[config.mk]
export PLATFORM = sky130hd
export DESIGN_NAME = inst_loader
export DESIGN_NICKNAME = d
export VERILOG_FILES = /design/src/rtl/inst_loader_pkg.sv /design/src/rtl/inst_loader_timeout.sv /design/src/rtl/inst_loader.sv
export SDC_FILE = /design/constraint.sdc
export NUM_CORES = 1
export LEC_CHECK = 0
export ABC_AREA = 1
export ABC_CLOCK_PERIOD_IN_PS = 2200
export BUFFER_PORTS_ARGS = -buffer_cell sky130_fd_sc_hd__buf_2
export CAP_MARGIN = 10
export CORE_ASPECT_RATIO = 0.7
export CORE_UTILIZATION = 45
export DETAILED_ROUTE_END_ITERATION = 10
export HOLD_SLACK_MARGIN = 0.1
export PLACE_DENSITY = 0.62
export SYNTH_ARGS = -nofsm -noshare
export SYNTH_HDL_FRONTEND = slang
export SYNTH_SLANG_ARGS = --single-unit
[constraint.sdc]
create_clock -name clk -period 2.2 [get_ports clk]
set_input_delay 0.22 -clock clk [delete_from_list [all_inputs] [get_ports clk]]
set_output_delay 0.22 -clock clk [all_outputs]
set_load 0.02 [all_outputs]
[src/rtl/inst_loader_pkg.sv]
// Shared types for the instruction boot loader: sync byte, bus widths, FSM.
// Build with LOADER_CHECKSUM_EN to append and verify an XOR checksum byte.
package inst_loader_pkg;

  localparam int ADDR_W = 32;
  localparam int INST_W = 32;

  localparam logic [7:0] LOADER_SYNC = 8'hA5;

  typedef enum logic [2:0] {
    S_IDLE   = 3'd0,
    S_LEN_HI = 3'd1,
    S_LEN_LO = 3'd2,
    S_DATA   = 3'd3,
`ifdef LOADER_CHECKSUM_EN
    S_CSUM   = 3'd4,
`endif
    S_DONE   = 3'd5,
    S_ERR    = 3'd6
  } state_t;

  // Where a frame goes once its last data word (or an empty count) is seen
`ifdef LOADER_CHECKSUM_EN
  localparam state_t S_FRAME_END = S_CSUM;
`else
  localparam state_t S_FRAME_END = S_DONE;
`endif

  function automatic logic timed_state(state_t s);
    logic w_t;
    w_t = (s == S_LEN_HI) ||
          (s == S_LEN_LO) ||
          (s == S_DATA);
`ifdef LOADER_CHECKSUM_EN
    w_t = w_t || (s == S_CSUM);
`endif
    return w_t;
  endfunction

endpackage

[src/rtl/inst_loader_timeout.sv]
// Mid-frame idle counter for the boot loader.
// Flags expiry on the cycle the TIMEOUT_CYCLES-th idle edge would land.
module loader_timeout #(
  parameter int unsigned TIMEOUT_CYCLES = 1_000_000
) (
  input  logic i_clk,
  input  logic i_rst_n,
  input  logic i_clr,
  input  logic i_en,
  output logic o_expired
);

  localparam int unsigned CW =
    (TIMEOUT_CYCLES > 1) ? $clog2(TIMEOUT_CYCLES) : 1;
  localparam logic [CW-1:0] LIMIT = CW'(TIMEOUT_CYCLES - 1);

  logic [CW-1:0] r_cnt;
  logic          w_hit;

  assign w_hit = (r_cnt == LIMIT);

  always_ff @(posedge i_clk) begin
    if (!i_rst_n) begin
      r_cnt <= '0;
    end else if (i_clr || !i_en) begin
      r_cnt <= '0;
    end else if (!w_hit) begin
      r_cnt <= r_cnt + CW'(1);
    end
  end

  // An accepted byte in the same cycle always beats the timeout
  assign o_expired = i_en && !i_clr && w_hit;

endmodule

[src/rtl/inst_loader.sv]
// Framed byte-stream boot loader writing big-endian words into the inst ROM.
// Optional LOADER_CHECKSUM_EN adds a trailing XOR checksum byte check.
module inst_loader
  import inst_loader_pkg::*;
#(
  parameter logic [ADDR_W-1:0] BASE_ADDR      = 32'h0000_0000,
  parameter int unsigned       TIMEOUT_CYCLES = 1_000_000
) (
  input  logic              clk,
  input  logic              rst,
  input  logic              in_valid,
  input  logic [7:0]        in_data,
  output logic              in_ready,
  output logic              rom_we,
  output logic [ADDR_W-1:0] rom_waddr,
  output logic [INST_W-1:0] rom_wdata,
  output logic              cpu_run,
  output logic              done,
  output logic              error
);

  state_t r_state;
  state_t w_next;

  logic              r_live;
  logic [7:0]        r_len_hi;
  logic [15:0]       r_remain;
  logic [1:0]        r_idx;
  logic [23:0]       r_shift;
  logic [ADDR_W-1:0] r_addr;
  logic              r_we;
  logic [ADDR_W-1:0] r_waddr;
  logic [INST_W-1:0] r_wdata;
`ifdef LOADER_CHECKSUM_EN
  logic [7:0]        r_csum;
`endif

  logic        w_acc;
  logic        w_expired;
  logic        w_timed;
  logic        w_last_byte;
  logic        w_last_word;
  logic [15:0] w_len;

  assign w_acc       = in_valid && in_ready;
  assign w_len       = {r_len_hi, in_data};
  assign w_last_byte = (r_idx == 2'd3);
  assign w_last_word = (r_remain == 16'd1);
  assign w_timed     = timed_state(r_state);

  loader_timeout #(
    .TIMEOUT_CYCLES(TIMEOUT_CYCLES)
  ) u_timeout (
    .i_clk    (clk),
    .i_rst_n  (rst),
    .i_clr    (w_acc),
    .i_en     (w_timed),
    .o_expired(w_expired)
  );

  always_ff @(posedge clk) begin
    if (!rst) begin
      r_state <= S_IDLE;
    end else begin
      r_state <= w_next;
    end
  end

  always_comb begin
    w_next = r_state;
    unique case (r_state)
      S_IDLE: begin
        if (w_acc && in_data == LOADER_SYNC) begin
          w_next = S_LEN_HI;
        end
      end
      S_LEN_HI: begin
        if (w_acc) begin
          w_next = S_LEN_LO;
        end else if (w_expired) begin
          w_next = S_ERR;
        end
      end
      S_LEN_LO: begin
        if (w_acc) begin
          w_next = (w_len == 16'd0) ? S_FRAME_END : S_DATA;
        end else if (w_expired) begin
          w_next = S_ERR;
        end
      end
      S_DATA: begin
        if (w_acc) begin
          if (w_last_byte && w_last_word) begin
            w_next = S_FRAME_END;
          end
        end else if (w_expired) begin
          w_next = S_ERR;
        end
      end
`ifdef LOADER_CHECKSUM_EN
      S_CSUM: begin
        if (w_acc) begin
          w_next = (in_data == r_csum) ? S_DONE : S_ERR;
        end else if (w_expired) begin
          w_next = S_ERR;
        end
      end
`endif
      S_DONE: w_next = S_DONE;
      S_ERR:  w_next = S_ERR;
      default: w_next = S_IDLE;
    endcase
  end

  always_comb begin
    in_ready = 1'b0;
    done     = 1'b0;
    cpu_run  = 1'b0;
    error    = 1'b0;
    unique case (r_state)
      S_DONE: begin
        done    = 1'b1;
        cpu_run = 1'b1;
      end
      S_ERR: begin
        error = 1'b1;
      end
      default: begin
        in_ready = r_live;
      end
    endcase
  end

  // r_live keeps in_ready low until the first edge after reset release
  always_ff @(posedge clk) begin
    if (!rst) begin
      r_live   <= 1'b0;
      r_len_hi <= 8'h00;
      r_remain <= 16'h0000;
      r_idx    <= 2'd0;
      r_shift  <= 24'h0;
      r_addr   <= BASE_ADDR;
      r_we     <= 1'b0;
      r_waddr  <= '0;
      r_wdata  <= '0;
`ifdef LOADER_CHECKSUM_EN
      r_csum   <= 8'h00;
`endif
    end else begin
      r_live <= 1'b1;
      r_we   <= 1'b0;
      unique case (r_state)
        S_IDLE: begin
          r_addr <= BASE_ADDR;
          r_idx  <= 2'd0;
`ifdef LOADER_CHECKSUM_EN
          r_csum <= 8'h00;
`endif
        end
        S_LEN_HI: begin
          if (w_acc) begin
            r_len_hi <= in_data;
          end
        end
        S_LEN_LO: begin
          if (w_acc) begin
            r_remain <= w_len;
          end
        end
        S_DATA: begin
          if (w_acc) begin
            r_shift <= {r_shift[15:0], in_data};
            r_idx   <= r_idx + 2'd1;
`ifdef LOADER_CHECKSUM_EN
            r_csum  <= r_csum ^ in_data;
`endif
            if (w_last_byte) begin
              r_we     <= 1'b1;
              r_waddr  <= r_addr;
              r_wdata  <= {r_shift, in_data};
              r_addr   <= r_addr + 32'd4;
              r_remain <= r_remain - 16'd1;
            end
          end
        end
        default: ;
      endcase
    end
  end

  assign rom_we    = r_we;
  assign rom_waddr = r_waddr;
  assign rom_wdata = r_wdata;

endmodule

==> flow_metrics.py <==
metrics = {
    "worst_setup_path": {
        "r2r_slack_ns": 0.22,
        "worst_r2r_endpoint": "rom_waddr[4]",
        "endpoint": "rom_waddr[4]",
        "crit_path_start": "r_state[0]",
        "arrival_ns": 2.35,
        "rr_worst_depth": 9,
        "r2r_start": "r_state[0]",
        "critical_path_class": "register to register",
        "worst_ep_required_time_ns": 2.57,
        "start_kind": "register",
        "critPathMaxFanout": 45,
        "endpoint_kind": "register",
    },
    "sta": {
        "worstMarginPinSlew_ns": 0.768,
        "slew_viol_final": 0,
        "setup_violations": 0,
        "rsz0062_at_grt": "true",
        "slew_headroom_pct": 48.6,
        "hold_violations": 0,
        "min_period_over_period_pct": 90.1,
        "period_needed_ns": 1.98,
        "fin_skew_ns": 0.00949,
        "max_freq_mhz": 505,
    },
    "route": {
        "wl_um": 20000,
        "vias": 7267,
        "drtPass1Iterations": 5,
        "drtIter0Drc": 667,
        "vias_per_cell": 5.04,
        "drc": 0,
        "antenna_left": 0,
        "wire_per_inst_um": 13.9,
    },
    "grt": {
        "grtUsageTotal_pct": 24.2,
        "use_met2_pct": 30.5,
        "grt_overflow": 0,
        "use_met3_pct": 5.71,
        "grt_start_max_net_pins": 81,
        "grt_pass1_wl_um": 33300,
        "use_met1_pct": 39.7,
        "grt_busiest_layer": "met1",
        "antenna_found_initial": 0,
        "first_global_vias": 6446,
    },
    "power": {
        "power_uw": 6100,
        "ir_drop_uv": 380,
        "p_leak_uw": 0.00383,
        "power_density_nw_per_um2": 685,
    },
    "final_layout": {
        "final_cell_mix": "nand2_1 (225), nor2_1 (206), dfxtp_1 (167), o21ai_0 (109), a21oi_1 (106)",
        "final_common_cell": "nand2_1",
        "final_nets": 1221,
        "drive_above_1_share_pct": 12.4,
        "final_cells": 1443,
        "utilization_pct": 54.2,
        "antenna_cells": 0,
        "area_growth_pct": 16.5,
    },
    "die": {
        "start_util_pct": 46.5,
        "dieArea_sq_um": 17500,
        "die_w_um": 158,
        "rows": 39,
        "coreArea_sq_um": 16400,
        "die_y_um": 111,
        "pin_count": 80,
    },
    "synth": {
        "postSynthCellCount": 1129,
        "ys_seq_area_share_pct": 43.7,
        "synth_top_cell_area_share_pct": 43.7,
        "synthTopCellsByArea": "dfxtp_1 (44%), nand2_1 (11%), nor2_1 (10%), o21ai_0 (7.1%), a21oi_1 (6.9%)",
        "netlist-cell-type-count": 33,
        "yosysWarnings": 0,
        "syn_area_sq_um": 7640,
        "synth.avg_cell_area_sq_um": 6.77,
        "synth_seq_cells": 167,
        "yosysTopAreaCell": "dfxtp_1",
    },
    "placement": {
        "hpwl_um": 14100,
        "place_congestion": 0.945,
        "numPortBuffers": 77,
        "post-place-cells": 1407,
    },
    "clocking": {
        "clockBufferDepth": 2,
        "cts-root-buf": "clkbuf_16",
        "h-tree-depth": 4,
        "clock_latency_ns": 0.44,
        "numCtsBuffers": 17,
        "cts_tree": "built",
        "cts_setup_buffers": 0,
        "cts.clk_slew.worst_paths_ns": 0.07,
        "clock-sinks": 167,
    },
    "run": {
        "maxCapViolCount": 0,
    },
    "hold_path": {
        "hold_path_class": "primary input to register",
    },
    "outcome": {
        "status": "completed",
    },
}
-- cells in the mapped netlist --
cell / n
o2111ai_1: 1
o211ai_1: 2
dfxtp_1: 167
o21ai_0: 109
buf_1: 2
ha_1: 5
buf_2: 16
nand2_2: 4
xnor2_1: 2
conb_1: 1
inv_1: 103
nor2_1: 207
nand4_1: 11
nand3_1: 78
nand2_1: 225
nand4_2: 1
xor2_1: 10
inv_2: 5
nand3_2: 2
or2_2: 3
nor3_1: 15
clkinv_1: 2
o21ai_1: 6
buf_4: 5
nor2_4: 4
a211oi_1: 6
nor4_1: 1
and3_1: 1
clkbuf_1: 24
buf_6: 1
a31oi_1: 3
nor3b_1: 1
a21oi_1: 106
-- worst min path at each step --
stage,start,to,cells past startpoint
6_report,in_data[6],rom_wdata[6],3
5_1_grt,in_data[6],rom_wdata[6],3
4_1_cts,in_data[6],rom_wdata[6],3
3_5_place_dp,r_idx[0],r_idx[0],1
3_3_place_gp,u_timeout.r_cnt[19],u_timeout.r_cnt[19],2
2_1_floorplan,rst,r_live,0
-- registers in the layout (all words and copies together) (netlist names) --
register	flops
r_addr	30
r_idx	2
r_len_hi	8
r_live	1
r_remain	16
r_shift	24
r_state	3
rom_waddr	30
rom_wdata	32
rom_we	1
u_timeout.r_cnt	20
-- metrics by stage --
stage	setup slack, ns	setup TNS (ns)	area, sq um	hold slack (ns)
floorplan	0.467	0	7650	0.248
global placement	0.313	0	8290	0.449
finish	0.218	0	8910	0.124
CTS	0.184	0	8910	0.108
detailed placement	0.204	0	8290	0.446
global route	-0.0555	-0.449	8910	0.104
-- layer usage --
| metal | part of all wire (%) | wire, um | up-vias |
|---|---|---|---|
| li1 | - | - | 3801 |
| met1 | 55 | 11000 | 3244 |
| met2 | 38 | 7580 | 211 |
| met3 | 6.6 | 1320 | 11 |
| met4 | 0.58 | 117 | 0 |
| met5 | 0 | 0 | - |
-- logic make-up (layout without fill, tap and decap cells) --
family	count (synthesis)	count (layout)	share of synthesized area, %
compound gates	233	233	15.6
xor+xnor	12	12	1.37
fa+ha+maj	5	5	0.818
buf+inv	158	246	8.36
flops	167	167	43.7
other cells	1	2	0.0491
simple gates	553	553	30.0
-- layout make-up --
| type | instances | area [sq um] |
|---|---|---|
| clock buffer | 20 | 457 |
| clock inverter | 12 | 123 |
| fill | 1657 | 7540 |
| inverter | 110 | 413 |
| multi-input combinational | 805 | 3670 |
| sequential | 167 | 3340 |
| tap | 225 | 282 |
| timing repair buffer | 104 | 623 |
-- where the power goes --
group | switching (uW) | total [uW] | internal, uW
sequential | 1.17 | 3020 | 3020
combinational | 81.7 | 113 | 31.1
clock | 1400 | 2970 | 1570
total | 1480 | 6100 | 4620
-- worst max-delay path: stages (launching register included) --
cell,delay (ns)
dfxtp_1,0.43
inv_2,0.14
nand3_2,0.14
nand3_2,0.11
nor2_4,0.14
nand2_2,0.10
nor2_4,0.20
buf_4,0.39
o21ai_0,0.12
a21oi_1,0.14
-- what timing repair did --
| action | in CTS | in global routing |
|---|---|---|
| endpoints found under the hold margin | 4 | 0 |
| hold buffers | 4 | 0 |
| gates resized for setup | 0 | 0 |
| setup endpoints to repair | 0 | 18 |
(Power assumes the default switching activity.)
